## src/rtl/hex_scan_driver.sv

```systemverilog
// hex_scan_driver: time-multiplexed scan of an 8-digit seven-segment display.
// Each digit slot is a dark BLANK interval followed by a lit SHOW interval;
// the digit value and its enable bit are captured once at the BLANK->SHOW
// edge, so input changes mid-slot never disturb the lit digit.
module hex_scan_driver #(
    parameter int SHOW_CYCLES  = 25000,
    parameter int BLANK_CYCLES = 500
) (
    input  logic       clk_i,
    input  logic       rst,
    input  logic [3:0] hex0_i,
    input  logic [3:0] hex1_i,
    input  logic [3:0] hex2_i,
    input  logic [3:0] hex3_i,
    input  logic [3:0] hex4_i,
    input  logic [3:0] hex5_i,
    input  logic [3:0] hex6_i,
    input  logic [3:0] hex7_i,
    input  logic [7:0] bitmask_i,
    output logic [6:0] hex_led_o,
    output logic [7:0] hex_sel_o,
    output logic       frame_tick_o
);

    localparam int MAX_CYCLES = (SHOW_CYCLES > BLANK_CYCLES) ? SHOW_CYCLES : BLANK_CYCLES;
    localparam int CW         = (MAX_CYCLES > 1) ? $clog2(MAX_CYCLES) : 1;
    localparam logic [CW-1:0] SHOW_LAST  = CW'(SHOW_CYCLES - 1);
    localparam logic [CW-1:0] BLANK_LAST = CW'(BLANK_CYCLES - 1);
    localparam logic [6:0]    LED_DARK   = 7'h7F;

    typedef enum logic {
        ST_BLANK = 1'b0,
        ST_SHOW  = 1'b1
    } state_t;

    state_t        state_q, state_d;
    logic [CW-1:0] cnt_q, cnt_d;
    logic [2:0]    idx_q, idx_d;
    logic [3:0]    dig_q, dig_d;
    logic          en_q, en_d;
    logic [6:0]    led_q, led_d;
    logic [7:0]    sel_q, sel_d;
    logic          tick_q, tick_d;
    logic [3:0]    cur_hex;

    // Active-high abcdefg pattern, bit0 = segment a.
    function automatic logic [6:0] seg(input logic [3:0] v);
        logic [6:0] s;
        case (v)
            4'h0: s = 7'h3F;
            4'h1: s = 7'h06;
            4'h2: s = 7'h5B;
            4'h3: s = 7'h4F;
            4'h4: s = 7'h66;
            4'h5: s = 7'h6D;
            4'h6: s = 7'h7D;
            4'h7: s = 7'h07;
            4'h8: s = 7'h7F;
            4'h9: s = 7'h6F;
            4'hA: s = 7'h77;
            4'hB: s = 7'h7C;
            4'hC: s = 7'h39;
            4'hD: s = 7'h5E;
            4'hE: s = 7'h79;
            default: s = 7'h71;
        endcase
        return s;
    endfunction

    // Select the digit register for the slot currently being scanned.
    always_comb begin
        cur_hex = hex0_i;
        case (idx_q)
            3'd0: cur_hex = hex0_i;
            3'd1: cur_hex = hex1_i;
            3'd2: cur_hex = hex2_i;
            3'd3: cur_hex = hex3_i;
            3'd4: cur_hex = hex4_i;
            3'd5: cur_hex = hex5_i;
            3'd6: cur_hex = hex6_i;
            default: cur_hex = hex7_i;
        endcase
    end

    // Next-state and registered-output logic for the BLANK/SHOW slot sequencer.
    always_comb begin
        state_d = state_q;
        cnt_d   = cnt_q + CW'(1);
        idx_d   = idx_q;
        dig_d   = dig_q;
        en_d    = en_q;
        led_d   = LED_DARK;
        sel_d   = 8'h00;
        tick_d  = 1'b0;
        case (state_q)
            ST_BLANK: begin
                if (cnt_q == BLANK_LAST) begin
                    cnt_d   = '0;
                    state_d = ST_SHOW;
                    dig_d   = cur_hex;
                    en_d    = bitmask_i[idx_q];
                    // Outputs light at the same edge the digit is captured.
                    if (bitmask_i[idx_q]) begin
                        sel_d = 8'd1 << idx_q;
                        led_d = ~seg(cur_hex);
                    end
                end
            end
            default: begin
                if (en_q) begin
                    sel_d = 8'd1 << idx_q;
                    led_d = ~seg(dig_q);
                end
                if (cnt_q == SHOW_LAST) begin
                    cnt_d   = '0;
                    state_d = ST_BLANK;
                    idx_d   = idx_q + 3'd1;
                    sel_d   = 8'h00;
                    led_d   = LED_DARK;
                    tick_d  = (idx_q == 3'd7);
                end
            end
        endcase
    end

    // State, counter, captured digit and output registers.
    always_ff @(posedge clk_i) begin
        if (rst) begin
            state_q <= ST_BLANK;
            cnt_q   <= '0;
            idx_q   <= 3'd0;
            dig_q   <= 4'd0;
            en_q    <= 1'b0;
            led_q   <= LED_DARK;
            sel_q   <= 8'h00;
            tick_q  <= 1'b0;
        end else begin
            state_q <= state_d;
            cnt_q   <= cnt_d;
            idx_q   <= idx_d;
            dig_q   <= dig_d;
            en_q    <= en_d;
            led_q   <= led_d;
            sel_q   <= sel_d;
            tick_q  <= tick_d;
        end
    end

    assign hex_led_o    = led_q;
    assign hex_sel_o    = sel_q;
    assign frame_tick_o = tick_q;

endmodule

```

## config.mk

```make
export PLATFORM = sky130hd
export DESIGN_NAME = hex_scan_driver
export DESIGN_NICKNAME = d
export VERILOG_FILES = /design/src/rtl/hex_scan_driver.sv
export SDC_FILE = /design/constraint.sdc
export NUM_CORES = 1
export LEC_CHECK = 0
export BUFFER_PORTS_ARGS = -buffer_cell sky130_fd_sc_hd__buf_2
export CAP_MARGIN = 25
export CORE_ASPECT_RATIO = 1.75
export CORE_MARGIN = 10
export CORE_UTILIZATION = 40
export DETAILED_ROUTE_END_ITERATION = 8
export MAX_ROUTING_LAYER = met4
export PLACE_DENSITY_LB_ADDON = 0.12
export RECOVER_POWER = 50
export SLEW_MARGIN = 20
export SYNTH_ARGS = -nofsm -noshare
export SYNTH_HDL_FRONTEND = slang
export SYNTH_SLANG_ARGS = --single-unit
```

## constraint.sdc

```tcl
create_clock -name clk_i -period 2.85 [get_ports clk_i]
set_clock_uncertainty 0.1 [all_clocks]
set_input_delay 0.57 -clock clk_i [delete_from_list [all_inputs] [get_ports clk_i]]
set_output_delay 0.57 -clock clk_i [all_outputs]
set_load 0.1 [all_outputs]
```

; After elaboration in Yosys (flattened, before gate mapping)
; Memory sizes are Yosys's and may differ from the RTL's. A register that Yosys moved wholly into a read port is not among the register bits.
; Cells that the tools add are included.
[op_classes]
n_bitwise = 4
order_cmp = 1
shifts = 1
reduce_logical = 4
eq_ne = 9
addsub = 2
mux = 26
[op_table]
columns = cell, n
row1 = $mux 7, 10
row2 = $mux 15, 3
row3 = $mux 8, 5
row4 = $pmux 4 s7, 1
row5 = $add 15x1->15 const B, 1
row6 = $eq 15x15->1 const B, 1
row7 = $eq 15x9->1 const B, 1
row8 = $not 7->7, 2
row9 = $eq 3x3->1 const B, 4
row10 = $mux 4, 2
row11 = $shl 1x3->8 const A, 1
row12 = $eq 3x2->1 const B, 2
row13 = $lt 3x4->1 const B, 1
row14 = $mux 1, 4
row15 = $reduce_and 2->1, 2
row16 = $add 3x1->3 const B, 1
row17 = $bmux 1 s3, 1
row18 = $eq 3x1->1 const B, 1
row19 = $logic_not 3->1, 1
row20 = $reduce_or 3->1, 1
row21 = $not 1->1, 2
[word_totals]
elab_cells = 57
out_inout_bits = 16
mem_count = 2
input_bits = 42
romBits = 224
regBits = 40
[mem_list]
columns = memory, depth, width, rd, rd_clocked_by_memory_dff, write_ports, line_no
row1 = (name not given), 16, 7, 1, 0, 0, 49  ; case (v)
row2 = (name not given), 16, 7, 1, 1, 0, 49

; Logic depth before layout (Yosys ltp)
; An unclocked memory read counts as a cell.
[logic_depth]
word_depth = 10
depth_mapped = 13
depth_no_buf = 12

; Worst setup path before layout
; Ideal clock, no wire load.
[synth_path]
path_kind = flip-flop to flip-flop
start = reg idx_q[0]
end = reg (tool-made name)
path_slack_ns = -0.139
setup_ns = 0.130
synth_period_minus_slack_ns = 2.989
arrival_time_ns = 2.759
required_time_ns = 2.620
path_stages_with_launch = 13
n_path_buf = 1
cell_sequence = dfxtp_1 inv_1 ha_1 buf_2 nor4_2 a221oi_1 a21oi_1 nand2_1 a21oi_1 inv_1 ha_1 nor3b_1 a211oi_2
[synth_rtl]
columns = element, line_no
row1 = start: declaration, 38  ; logic [2:0] idx_q, idx_d;
row2 = start signal: assignment, 140  ; idx_q <= idx_d;

; Final worst setup path
[layout_path]
start = reg idx_q[1]
end = reg led_q[4], in the netlist hex_led_o[4]
[layout_between]
elab_chain_len = 10
word_cells_on_any_way = 18
classes_between = eq/ne (6) / mux (9) / bitwise (1) / reduce/logical (1) / memory (1)
[layout_lines]
columns = element, line_no
row1 = "$eq 3x3->1, or another cell as far along", 73  ; case (idx_q)
row2 = $pmux 4 s7, 73
row3 = $mem_v2 16x7, --
row4 = $mux 7, 103  ; if (bitmask_i[idx_q]) begin
row5 = $mux 7, 97  ; if (cnt_q == BLANK_LAST) begin
row6 = $mux 7, 95  ; case (state_q)
row7 = $not 7->7, 105  ; led_d = ~seg(cur_hex);
row8 = $mux 7 *, 103
row9 = $mux 7 *, 97
row10 = $mux 7 *, 95
row11 = end signal: assignment, 143  ; led_q <= led_d;
row12 = end: declaration, 41  ; logic [6:0] led_q, led_d;
; Every way passes the cells marked *; elsewhere a longest branch is shown, timed or not. The select of a mux whose other input is x is not followed.
; A chain may end at the register's enable or synchronous reset.

==> run summary <==
Min-Delay Path Class = reg2reg
Crit path DAT = 2.75 ns
Vias in the first global route = 2446
TNS Setup = 0 ns
Core Footprint = 6590 um^2
CP max-delay cell = a31o_1
FF-to-FF End = hex_led_o[4]$_SDFF_PP1_
Largest net degree at the start of global routing = 23
Finish-stage setup viols = 0
Post-DP Area = 3180 um^2
Post-synthesis sequential area ratio = 34.4%
Max rail drop VDD = 0.371 mV
Fraction of registers with async set or reset after synthesis = 0%
Crit-path max FO = 9
Worst hold path endpoint = hex_led_o[0]$_SDFF_PP1_
Layout area overhead = 23.7%
Drt via density = 5.23
Hold Violations, Final = 0
Fin nets = 425
Critical Path RT = 2.90 ns
R2r setup slk = 0.15 ns
Final Util = 51.3%
I/O Pins = 58
Final instance area = 3380 um^2
Syn avg cell area = 9.27 um^2
Worst setup EP type = register
EDFF count, synth = 0
Clock Latency Late Sink = 0.29 ns
Vias = 2328
Area of the mapped netlist = 2730 um^2
FP Rows = 39
Synth area leader = dfxtp_1
# port buffers = 57
Cell Chain, Critical Path = buf_4, ha_1, buf_4, a221o_1, o21ai_1, a31o_1, mux2_2, a21oi_1, a21oi_1
Final min period = 2.70 ns
Top FF cell, synth = dfxtp_1
H-tree depth = 2
DR pass1 iterations = 4
Worst r2r path cells = 9
Max Cap Viol = 0
Crit path largest cell delay = 0.39 ns
Fmax = 371 MHz
Synth Register Bits = 47
Die area = 10700 um^2
GPL Wtd Cong = 0.835
Status = completed
Setup CP Type = reg2reg
Unrepaired setup endpoints after global routing = false
Worst-Margin Slew = 1.18 ns
Yosys warning count = 0
DIE HEIGHT = 129 um
Multi-input logic area = 1720 um^2
Rel. slew slack = 21.8%
GRT overflow = 0
Cts hold-fix bufs = 0
Place WS = 0.00257 ns
Post-synth cell types = 60
Leading post-synthesis cells by cell area = dfxtp_1, ha_1, nor2_1
Root Buffer = clkbuf_16
Layout cells sized above 1 = 27.3%
Crit start category = register
Final setup margin = 0.154 ns
Register area = 942 um^2
HPWL after detailed placement = 5770 um
Die Span X = 82.5 um
Gr usage total = 14.3%
Antenna cell count = 0
Post-route DRC = 0
FF-to-FF Start = idx_q[1]$_SDFFE_PP0P_
Slew Viols, Final = 0
Yosys top cell area share = 34.4%
Drt total wl = 7180 um
Max clock buf depth = 2
Leakage = 1.32 nW
DR iter-0 viols = 109
Clock slew seen by the registers of the worst setup and hold paths = 0.06 ns
Synth top cells by count = dfxtp_1, nor2_1, ha_1, nand2_1, inv_1
Fillers = 651
TritonCTS clock tree = yes
Initial Util = 41.5%
Most frequent cell after synthesis = dfxtp_1
Initial antenna violation count = 0
Final period util = 94.6%
WHS Path Cells = 1
Final Hold Slack = 0.303 ns
WL/cell = 16.1 um
CTS Buf Count = 5
Post-route ant nets = 0
First-pass GRT wire length = 11500 um
Cell count after synthesis = 295
Post-synth net total = 357
# clock sinks = 47
Pwr dens = 417 nW/um^2
[area by class of cell]
cell class / count / share of cell area (%)
Clock buffer: 6 / 3.81
Clock inverter: 1 / 0.888
Inverter: 17 / 1.89
Multi-Input combinational cell: 217 / 50.8
Sequential cell: 47 / 27.9
Tap cell: 82 / 3.03
Timing Repair Buffer: 75 / 11.7
[worst max-delay path: cells and delay by family (launching register included)]
family                     cells  cell delay, ns
DFF                            1            0.33
buffers and inverters          2            0.34
muxes                          1            0.38
AOI/OAI and AO/OA              5            1.17
adders and majority gates      1            0.23
[cell usage in the layout (no fill, tap or decap), types with 3 or more instances in the layout]
cell       synthesis  layout
clkbuf_16          0       5
a21oi_1           16      14
a31oi_1            4       4
buf_4              5      17
ha_1              20      17
buf_2              5      41
a221oi_1           3       3
ha_2               0       3
dfxtp_1           47      46
xor2_1             7       7
o21ai_0            4       4
nand2_1           20      19
a22o_1             3       3
a211oi_2           2       3
nor2_1            36      35
inv_1             17      16
a32oi_1            4       4
clkbuf_1           4      18
a221o_1            4       4
mux2i_1            7       7
xnor2_1            8       8
o221ai_1           3       3
mux2_2             3       3
a22oi_1            3       3
and3_1             5       5
nand3_1            8       8
a211oi_1           4       3
and2_1             8       6
[worst max path at each step]
stage | end | from | cells past startpoint | slack, ns
2_1_floorplan | register | idx_q[0]$_SDFFE_PP0P_ | 11 | 0.04
6_report | hex_led_o[4]$_SDFF_PP1_ | idx_q[1]$_SDFFE_PP0P_ | 9 | 0.15
4_1_cts | hex_led_o[5]$_SDFF_PP1_ | idx_q[0]$_SDFFE_PP0P_ | 8 | 0.01
3_3_place_gp | register | idx_q[0]$_SDFFE_PP0P_ | 12 | 0.03
3_5_place_dp | register | idx_q[0]$_SDFFE_PP0P_ | 10 | 0.003
5_1_grt | hex_led_o[4]$_SDFF_PP1_ | idx_q[1]$_SDFFE_PP0P_ | 9 | 0.03
[metal layers]
layer  track usage, %  routed length [um]  up-vias  part of all wire (%)
met4             4.85                 119        0                   1.7
met2             28.1                4210       34                    59
li1                 -                   -     1190                     -
met3             2.63                 333        6                   4.6
met1             12.8                2520     1098                    35
met5                -                   0        -                     0
[logic make-up (layout without fill, tap and decap cells)]
| kind of cell | Yosys count | in the layout | synth area share [%] |
|---|---|---|---|
| AND/OR/NAND/NOR | 99 | 99 | 18.8 |
| AO/OA/AOI/OAI | 69 | 69 | 20.5 |
| flip-flops | 47 | 47 | 34.4 |
| buffers and inverters | 31 | 99 | 5.17 |
| adder cells (fa/ha/maj) | 20 | 20 | 9.15 |
| XOR/XNOR | 15 | 15 | 4.81 |
| multiplexers | 14 | 14 | 7.09 |
[where the power goes]
part	switching [mW]	internal, mW	total (mW)
sequential	0.00353	0.660	0.664
clock	0.235	0.409	0.645
combinational	0.0524	0.0481	0.101
[through the flow]
stage	power, mW	std cells
after CTS	1.43	444
after detailed placement	0.777	437
after global routing	1.46	445
after floorplan	0.734	295
after global placement	0.777	437
final	1.41	445
[repair_timing]
item	in CTS	in global routing
setup endpoints to repair	2	12
resized for setup	1	13
buffers inserted	0	1
pin swaps	0	2
(Power assumes the default switching activity.)
